## src/rtl/bias_mem_pkg.sv

```systemverilog
// Shared constants, FSM state type and sign-magnitude to two's-complement helper
// for the layer bias store.
package bias_mem_pkg;

   localparam int DEF_N_NEURONS = 10;
   localparam int DEF_WIDTH     = 8;

   typedef enum logic {
      IDLE   = 1'b0,
      STREAM = 1'b1
   } state_t;

   // Negative zero maps to 0 because the negated magnitude wraps to zero.
   function automatic logic [63:0] sm_to_tc(input logic [63:0] value, input int width);
      logic [63:0] mag_mask;
      logic [63:0] word_mask;
      logic [63:0] mag;
      logic        neg;
      mag_mask  = (64'd1 << (width - 1)) - 64'd1;
      word_mask = (mag_mask << 1) | 64'd1;
      mag       = value & mag_mask;
      neg       = ((value >> (width - 1)) & 64'd1) != 64'd0;
      if (neg) begin
         return ((~mag) + 64'd1) & word_mask;
      end
      return mag;
   endfunction

endpackage

```

## src/rtl/sm_to_tc_conv.sv

```systemverilog
// Combinational sign-magnitude to two's-complement converter.
// Only compiled when BIAS_STREAM_TC_EN is defined.
`ifdef BIAS_STREAM_TC_EN
module sm_to_tc_conv
   import bias_mem_pkg::*;
#(
   parameter int WIDTH = DEF_WIDTH
) (
   input  logic [WIDTH-1:0] sm,
   output logic [WIDTH-1:0] tc
);

   logic [63:0] tc_wide;

   assign tc_wide = sm_to_tc(64'(sm), WIDTH);
   assign tc      = tc_wide[WIDTH-1:0];

endmodule
`endif

```

## src/rtl/bias_stream_mem.sv

```systemverilog
// Writable sign-magnitude bias store for one FNN layer, streamed in index order
// over valid/ready. Define BIAS_STREAM_TC_EN to present biases in two's complement.
//
// state  | meaning
// IDLE   | no stream in progress, output register empty
// STREAM | output register holds entry out_idx, waiting for / taking handshakes
module bias_stream_mem
   import bias_mem_pkg::*;
#(
   parameter int N_NEURONS = DEF_N_NEURONS,
   parameter int WIDTH     = DEF_WIDTH,
   parameter int AW        = $clog2(N_NEURONS)
) (
   input  logic             clk,
   input  logic             rst_n,
   input  logic             wr_en,
   input  logic [AW-1:0]    wr_addr,
   input  logic [WIDTH-1:0] wr_data,
   output logic             wr_err,
   input  logic             start,
   output logic             busy,
   output logic             out_valid,
   input  logic             out_ready,
   output logic [WIDTH-1:0] out_data,
   output logic [AW-1:0]    out_idx,
   output logic             out_last
);

   localparam logic [AW-1:0] LAST_IDX  = AW'(N_NEURONS - 1);
   localparam logic [AW:0]   N_ENTRIES = (AW + 1)'(N_NEURONS);

   state_t           state_q, state_d;
   logic [WIDTH-1:0] mem_q [N_NEURONS];
   logic [WIDTH-1:0] data_q;
   logic [AW-1:0]    idx_q;
   logic             wr_err_q;

   logic             wr_ok;
   logic             load_en;
   logic             clear_out;
   logic [AW-1:0]    load_idx;
   logic [WIDTH-1:0] load_val;

   // Compare one bit wider so a power-of-two depth does not wrap the limit to 0.
   assign wr_ok = wr_en && ({1'b0, wr_addr} < N_ENTRIES);

   always_ff @(posedge clk or negedge rst_n) begin
      if (!rst_n) begin
         for (int i = 0; i < N_NEURONS; i++) begin
            mem_q[i] <= '0;
         end
         wr_err_q <= 1'b0;
      end else begin
         if (wr_ok) begin
            mem_q[wr_addr] <= wr_data;
         end
         wr_err_q <= wr_en && !wr_ok;
      end
   end

   always_comb begin
      state_d   = state_q;
      load_en   = 1'b0;
      clear_out = 1'b0;
      load_idx  = '0;
      case (state_q)
         IDLE: begin
            if (start) begin
               state_d = STREAM;
               load_en = 1'b1;
            end
         end
         STREAM: begin
            if (out_ready) begin
               if (idx_q == LAST_IDX) begin
                  if (start) begin
                     load_en = 1'b1;
                  end else begin
                     state_d   = IDLE;
                     clear_out = 1'b1;
                  end
               end else begin
                  load_en  = 1'b1;
                  load_idx = idx_q + 1'b1;
               end
            end
         end
         default: state_d = IDLE;
      endcase
   end

   // A write landing on the entry being loaded this edge wins over the stored copy.
   assign load_val = (wr_ok && (wr_addr == load_idx)) ? wr_data : mem_q[load_idx];

   always_ff @(posedge clk or negedge rst_n) begin
      if (!rst_n) begin
         state_q <= IDLE;
         idx_q   <= '0;
         data_q  <= '0;
      end else begin
         state_q <= state_d;
         if (load_en) begin
            idx_q  <= load_idx;
            data_q <= load_val;
         end else if (clear_out) begin
            idx_q  <= '0;
            data_q <= '0;
         end
      end
   end

   assign out_valid = (state_q == STREAM);
   assign busy      = (state_q == STREAM);
   assign out_idx   = idx_q;
   assign out_last  = out_valid && (idx_q == LAST_IDX);
   assign wr_err    = wr_err_q;

`ifdef BIAS_STREAM_TC_EN
   sm_to_tc_conv #(
      .WIDTH(WIDTH)
   ) u_conv (
      .sm(data_q),
      .tc(out_data)
   );
`else
   assign out_data = data_q;
`endif

endmodule

```

## config.mk

```make
export PLATFORM = sky130hd
export DESIGN_NAME = bias_stream_mem
export DESIGN_NICKNAME = d
export VERILOG_FILES = /design/src/rtl/bias_mem_pkg.sv /design/src/rtl/sm_to_tc_conv.sv /design/src/rtl/bias_stream_mem.sv
export SDC_FILE = /design/constraint.sdc
export NUM_CORES = 1
export LEC_CHECK = 0
export ABC_AREA = 1
export CELL_PAD_IN_SITES_DETAIL_PLACEMENT = 1
export CELL_PAD_IN_SITES_GLOBAL_PLACEMENT = 1
export CORE_MARGIN = 2
export CORE_UTILIZATION = 31
export DETAILED_ROUTE_END_ITERATION = 10
export PLACE_DENSITY_LB_ADDON = 0.1
export SLEW_MARGIN = 20
export SYNTH_ARGS = -nofsm -noshare
export SYNTH_HDL_FRONTEND = slang
export SYNTH_SLANG_ARGS = --single-unit
```

## constraint.sdc

```tcl
create_clock -name clk -period 2.2 [get_ports clk]
set_input_delay 0.44 -clock clk [delete_from_list [all_inputs] [get_ports clk]]
set_output_delay 0.44 -clock clk [all_outputs]
set_load 0.01 [all_outputs]
```

Yosys cells after proc, flatten, opt, wreduce, memory -nomap -nowiden. Index checks and enable logic that the tools add are counted.

$add $sub $neg: 1. Order comparisons: 4. Equality and inequality tests: 2. Mux-type cells: 24. Bitwise gates (word level): 3. Reduce and logical (&&, ||, !) cells: 7.

Operator list (count): 80-bit bitwise mux (1); 8-bit two-way mux (6); 8-bit binary-select mux with 4-bit select (1); 8-bit demux with 4-bit select (1); 4-bit two-way mux (5); 5-bit >= comparator (second input constant) (2); 4-bit inverter with 5-bit output (2); 1-bit two-way mux (8); 1-bit logical AND (5); 5-bit by 1-bit less-than comparator with 1-bit output (second input constant) (1); 4-bit by 1-bit adder with 4-bit output (second input constant) (1); 4-bit == test (1); 4-bit == test (second input constant) (1); 4-bit less-than comparator (second input constant) (1); 1-bit case mux with 2 select lines (2); 2-bit nonzero test (1); 1-bit zero test (1); 1-bit inverter (1).

Register bits: 94. Input bits: 17. Output and inout bits: 16. Word-level logic and storage cells: 55.

Depth between registers and ports, before layout.
Depth in word-level cells: 10. Mapped depth: 13. Gate-level depth less buffers: 13.

Least setup slack after synthesis. OpenSTA, ideal clock, no wires.

Path kind: register to register. Start: reg state_q, in the netlist busy. End: reg data_q[0], in the netlist out_data[0]. Library setup time: 0.116 ns. Arrival: 1.553 ns. Required time: 2.084 ns. Path slack: 0.531 ns. Cell stages (with the launch flop): 14. Path buffers: 0. Clock period less this slack: 1.669 ns. Path through: dfrtp_1 -> nand2_1 -> nor2_4 -> nand2_1 -> nand2_2 -> nand2_1 -> nand2_1 -> nand2_1 -> nor2_4 -> nand3_1 -> nand2_1 -> inv_1 -> nand2_1 -> nand2_1.

Word-level cells in the longest chain between the ends: 7. Elaborated cells on any way between the ends: 13. Those cells by class: eq/ne (1); mux (8); bitwise (2); reduce/logical (2).

RTL lines: from (decl) (line bias_stream_mem.sv:32) `state_t state_q, state_d;`; from (signal assigned) (line bias_stream_mem.sv:101) `state_q <= state_d;`; 4-bit two-way mux (line bias_stream_mem.sv:66) `case (state_q)`; 4-bit inverter with 5-bit output (implied by the code) (line bias_stream_mem.sv:93) `assign load_val = (wr_ok && (wr_addr == load_idx)) ? wr_data : mem_q[load_idx];`; 8-bit binary-select mux with 4-bit select (line bias_stream_mem.sv:93); 8-bit two-way mux (implied by the code) (2 in series) (line bias_stream_mem.sv:93); 8-bit two-way mux (line bias_stream_mem.sv:93); 8-bit two-way mux (line bias_stream_mem.sv:102) `if (load_en) begin`; to (signal assigned) (line bias_stream_mem.sv:104) `data_q <= load_val;`; to (decl) (line bias_stream_mem.sv:34) `logic [WIDTH-1:0] data_q;`.

Several ways; a longest one is shown, not always the timed one. The select of a mux whose other input is x is not followed. A chain may end at the register's enable or synchronous reset.

Final worst setup path.
Start: in out_ready. End: reg data_q[7], in the netlist out_data[7].

Word-level cells in the longest chain between the ends: 8. Elaborated cells on any way between the ends: 15. Those cells by class: eq/ne (1); mux (11); bitwise (1); reduce/logical (2).

RTL lines: from (decl) (line bias_stream_mem.sv:23) `input logic out_ready,`; 4-bit two-way mux (line bias_stream_mem.sv:74) `if (out_ready) begin`; 4-bit two-way mux (line bias_stream_mem.sv:66); 4-bit inverter with 5-bit output (implied by the code) (line bias_stream_mem.sv:93); 8-bit binary-select mux with 4-bit select (line bias_stream_mem.sv:93); 8-bit two-way mux (implied by the code) (2 in series) (line bias_stream_mem.sv:93); 8-bit two-way mux (line bias_stream_mem.sv:93); 8-bit two-way mux (line bias_stream_mem.sv:102).

Several ways; a longest one is shown, not always the timed one. The select of a mux whose other input is x is not followed.

==> results.txt <==
----------------------------------------------------
[Finish]
  Area grow syn2layout ... 26.3%
  Leading cell type in the layout, fill and taps excluded ... nand2_1
  Commonest cells after routing, fill and taps aside ... nand2_1, o21ai_0, dfrtp_1, buf_4, nor2_1
  Count of antenna diodes in the layout ... 0
  Post-layout net count ... 711
  Share of layout cells above drive strength 1 ... 13.2%
  Final core utilization ... 40.2%
  Fillcell total ... 1782

[Timing]
  Final hold viol count ... 0
  Headroom to the max-slew limit ... 69.6%
  Share of the clock period used by the worst path after layout ... 93.7%
  Final worst path period need ... 2.06 ns
  Finish-stage setup viols ... 0
  Sum of negative setup slack ... 0 ns
  Top achievable clock speed ... 485 MHz
  Fin Clk Skew ... 0.00881 ns
  Worst-margin pin slew ... 0.456 ns
  Max Slew Vio Count ... 0
  Unrepaired setup endpoints after global routing ... no

[Floorplan]
  Area of the core ... 0.0145 mm²
  Width of the die ... 126 µm
  Area of the die ... 0.0159 mm²
  Io pins ... 33
  Starting utilization of the core area ... 31.8%
  Row Count ... 44
  Vert. Die Dim ... 126 µm

[Clocking]
  Clock tree from TritonCTS ... done
  Worst-path clk slew ... 0.07 ns
  Number of clock sinks seen by CTS ... 94
  Clock network latency to the later pin of the worst-skew pair ... 0.36 ns
  Clock tree root buffer cell ... clkbuf_16
  Number of hold buffers added after CTS ... 0
  CTS HTree Levels ... 3
  Inserted Clock Buffers ... 9
  Number of buffers between clock root and the deepest sink ... 2

[Synth]
  Post-synth design cell area ... 0.00462 mm²
  Fraction of post-synthesis cell area in the top cell type by area ... 50.9%
  Top area cells in the synthesized netlist ... dfrtp_1, nand2_1, o21ai_0
  Mapped Avg Cell Area ... 7.39 µm²
  Number of library cell types mapped by synthesis ... 21
  Register area share after synthesis ... 50.9%
  Nets in the synthesized netlist ... 643
  Warning count from the yosys run ... 0
  Total of flip-flops plus latches after synthesis ... 94
  Post-synthesis cell type with the largest combined area ... dfrtp_1
  Number of instances in the synthesized netlist ... 626

[Critical path]
  Crit path max fanout ... 8
  Required @ worst endpoint ... 2.50 ns
  Slowest stage delay, CP ... 0.53 ns
  Arrival time at the worst endpoint ... 2.36 ns
  Endpoint class of the critical path ... flip-flop
  CP Buf/Inv Count ... 2
  Kind of critical path ... input pin to flip-flop
  Cells along the critical path ... clkdlybuf4s50_1 -> nand2_2 -> nor2_4 -> buf_4 -> nand2_1 -> a21oi_1 -> nand2_1 -> nor2_4 -> nand2_4 -> nand3_1 -> nand2_1 -> nand2_1
  Kind of cell with the highest combined delay on the critical path ... simple AND/OR/NAND/NOR gates
  Cell with the largest stage delay on the worst path ... clkdlybuf4s50_1
  Cell occurring most often along the worst timing path ... nand2_1
  Critical Path Source Type ... input pin

[Run status]
  Status ... completed

[GRT]
  Global routing usage summed across all routing layers ... 21.0%
  Antenna violations before repair ... 0
  Number of global-route vias before repair ... 4586
  Wire length of the first global-routing pass ... 25.6 mm
  Maximum number of pins on one net before global-route repair ... 47
  Residual overflow from global routing ... 0

[Drt]
  DR iter-0 viols ... 224
  Overall routed net length ... 15.7 mm
  DR vias/cell ... 4.88
  DR WL/cell ... 17.8 µm
  DRC viols ... 0
  Total number of vias ... 4308
  Residual antenna-violating net count after detailed routing ... 0
  Router iterations before antenna repair ... 4

[Place]
  Detailed placement HPWL ... 11.3 mm
  Number of input and output port buffers inserted ... 32
  Final weighted congestion in routability-driven placement ... 0.871

[Pwr]
  Max rail drop VDD ... 409 µV
  Total power per unit cell area ... 1070 mW/mm²
  Static Leak ... 0.00295 µW

[Run]
  Max capacitance violation total ... 0

[Worst hold path]
  Worst Hold Class ... input pin to async pin

----------------------------------------------------
cells in the mapped netlist (all sizes together):
cell type  count
nand2        263
o21ai        100
dfrtp         94
nor2          50
nand3         39
inv           36
clkbuf        20
a21oi         10
buf           10
nand4          3
clkinv         1
state kept, by name, summed over array words and instances, names as in the netlist:
signal / cells
busy: 1
mem_q: 80
out_data: 8
out_idx: 4
wr_err: 1
layer usage:
layer | wire (µm) | vias up | track usage [%]
li1 | - | 2124 | -
met1 | 7650 | 2102 | 28.9
met2 | 7200 | 65 | 33.1
met3 | 483 | 17 | 3.87
met4 | 382 | 0 | 7.43
met5 | 0 | - | 0
cell type report:
type                            count  area [µm²]  share of cell area (%)
Clock buffer                       13         260                    4.46
Tap cell                          184         230                    3.94
Timing Repair Buffer               85         806                    13.8
Clock inverter                      3        18.8                   0.321
Sequential cell                    94        2360                    40.3
Multi-Input combinational cell    467        2030                    34.8
Inverter                           37         139                    2.38
repair_timing:
action                     4_1_cts  5_1_grt
setup endpoints to repair        1        9
gates cloned                     0        2
pin swaps                        0        3
resized for setup                2        7
setup buffers                    2        2
power breakdown:
group,internal [µW],switching (µW)
Clock,827,675
Sequential,2140,259
Combinational,935,1400
Total,3900,2340
logic make-up after synthesis:
group	synth area share, %
AOI/OAI and AO/OA	12.0
buffers and inverters	5.68
DFF	50.9
and+or+nand+nor	31.5
per-stage QoR:
stage / std cells / area, µm² / setup slack, ns / hold slack, ns / total power [µW]
after global placement: 861 / 5500 / -0.322 / 0.415 / 4650
after global routing: 883 / 5840 / 0.00874 / 0.0398 / 6730
final: 883 / 5840 / 0.140 / 0.0210 / 6240
after CTS: 879 / 5800 / 0.000308 / 0.0238 / 6270
after floorplan: 626 / 4620 / 0.531 / 0.144 / 3640
after detailed placement: 861 / 5500 / -0.313 / 0.413 / 4700
worst paths after layout:
check                                   startpoint                      end  slack (ns)  cells after the start
hold / removal                               rst_n    mem_q[43]$_DFFE_PN0P_        0.02                      1
hold reg to reg            out_data[4]$_DFFE_PN0P_  out_data[4]$_DFFE_PN0P_        0.48                      2
min in group clk           out_data[4]$_DFFE_PN0P_  out_data[4]$_DFFE_PN0P_        0.48                      2
setup reg to reg            out_idx[1]$_DFFE_PN0P_  out_data[4]$_DFFE_PN0P_        0.18                     10
setup / recovery                         out_ready  out_data[7]$_DFFE_PN0P_        0.14                     12
max in group asynchronous                    rst_n     mem_q[3]$_DFFE_PN0P_        1.53                      2
Note: power is estimated with default switching activity, not from simulation.
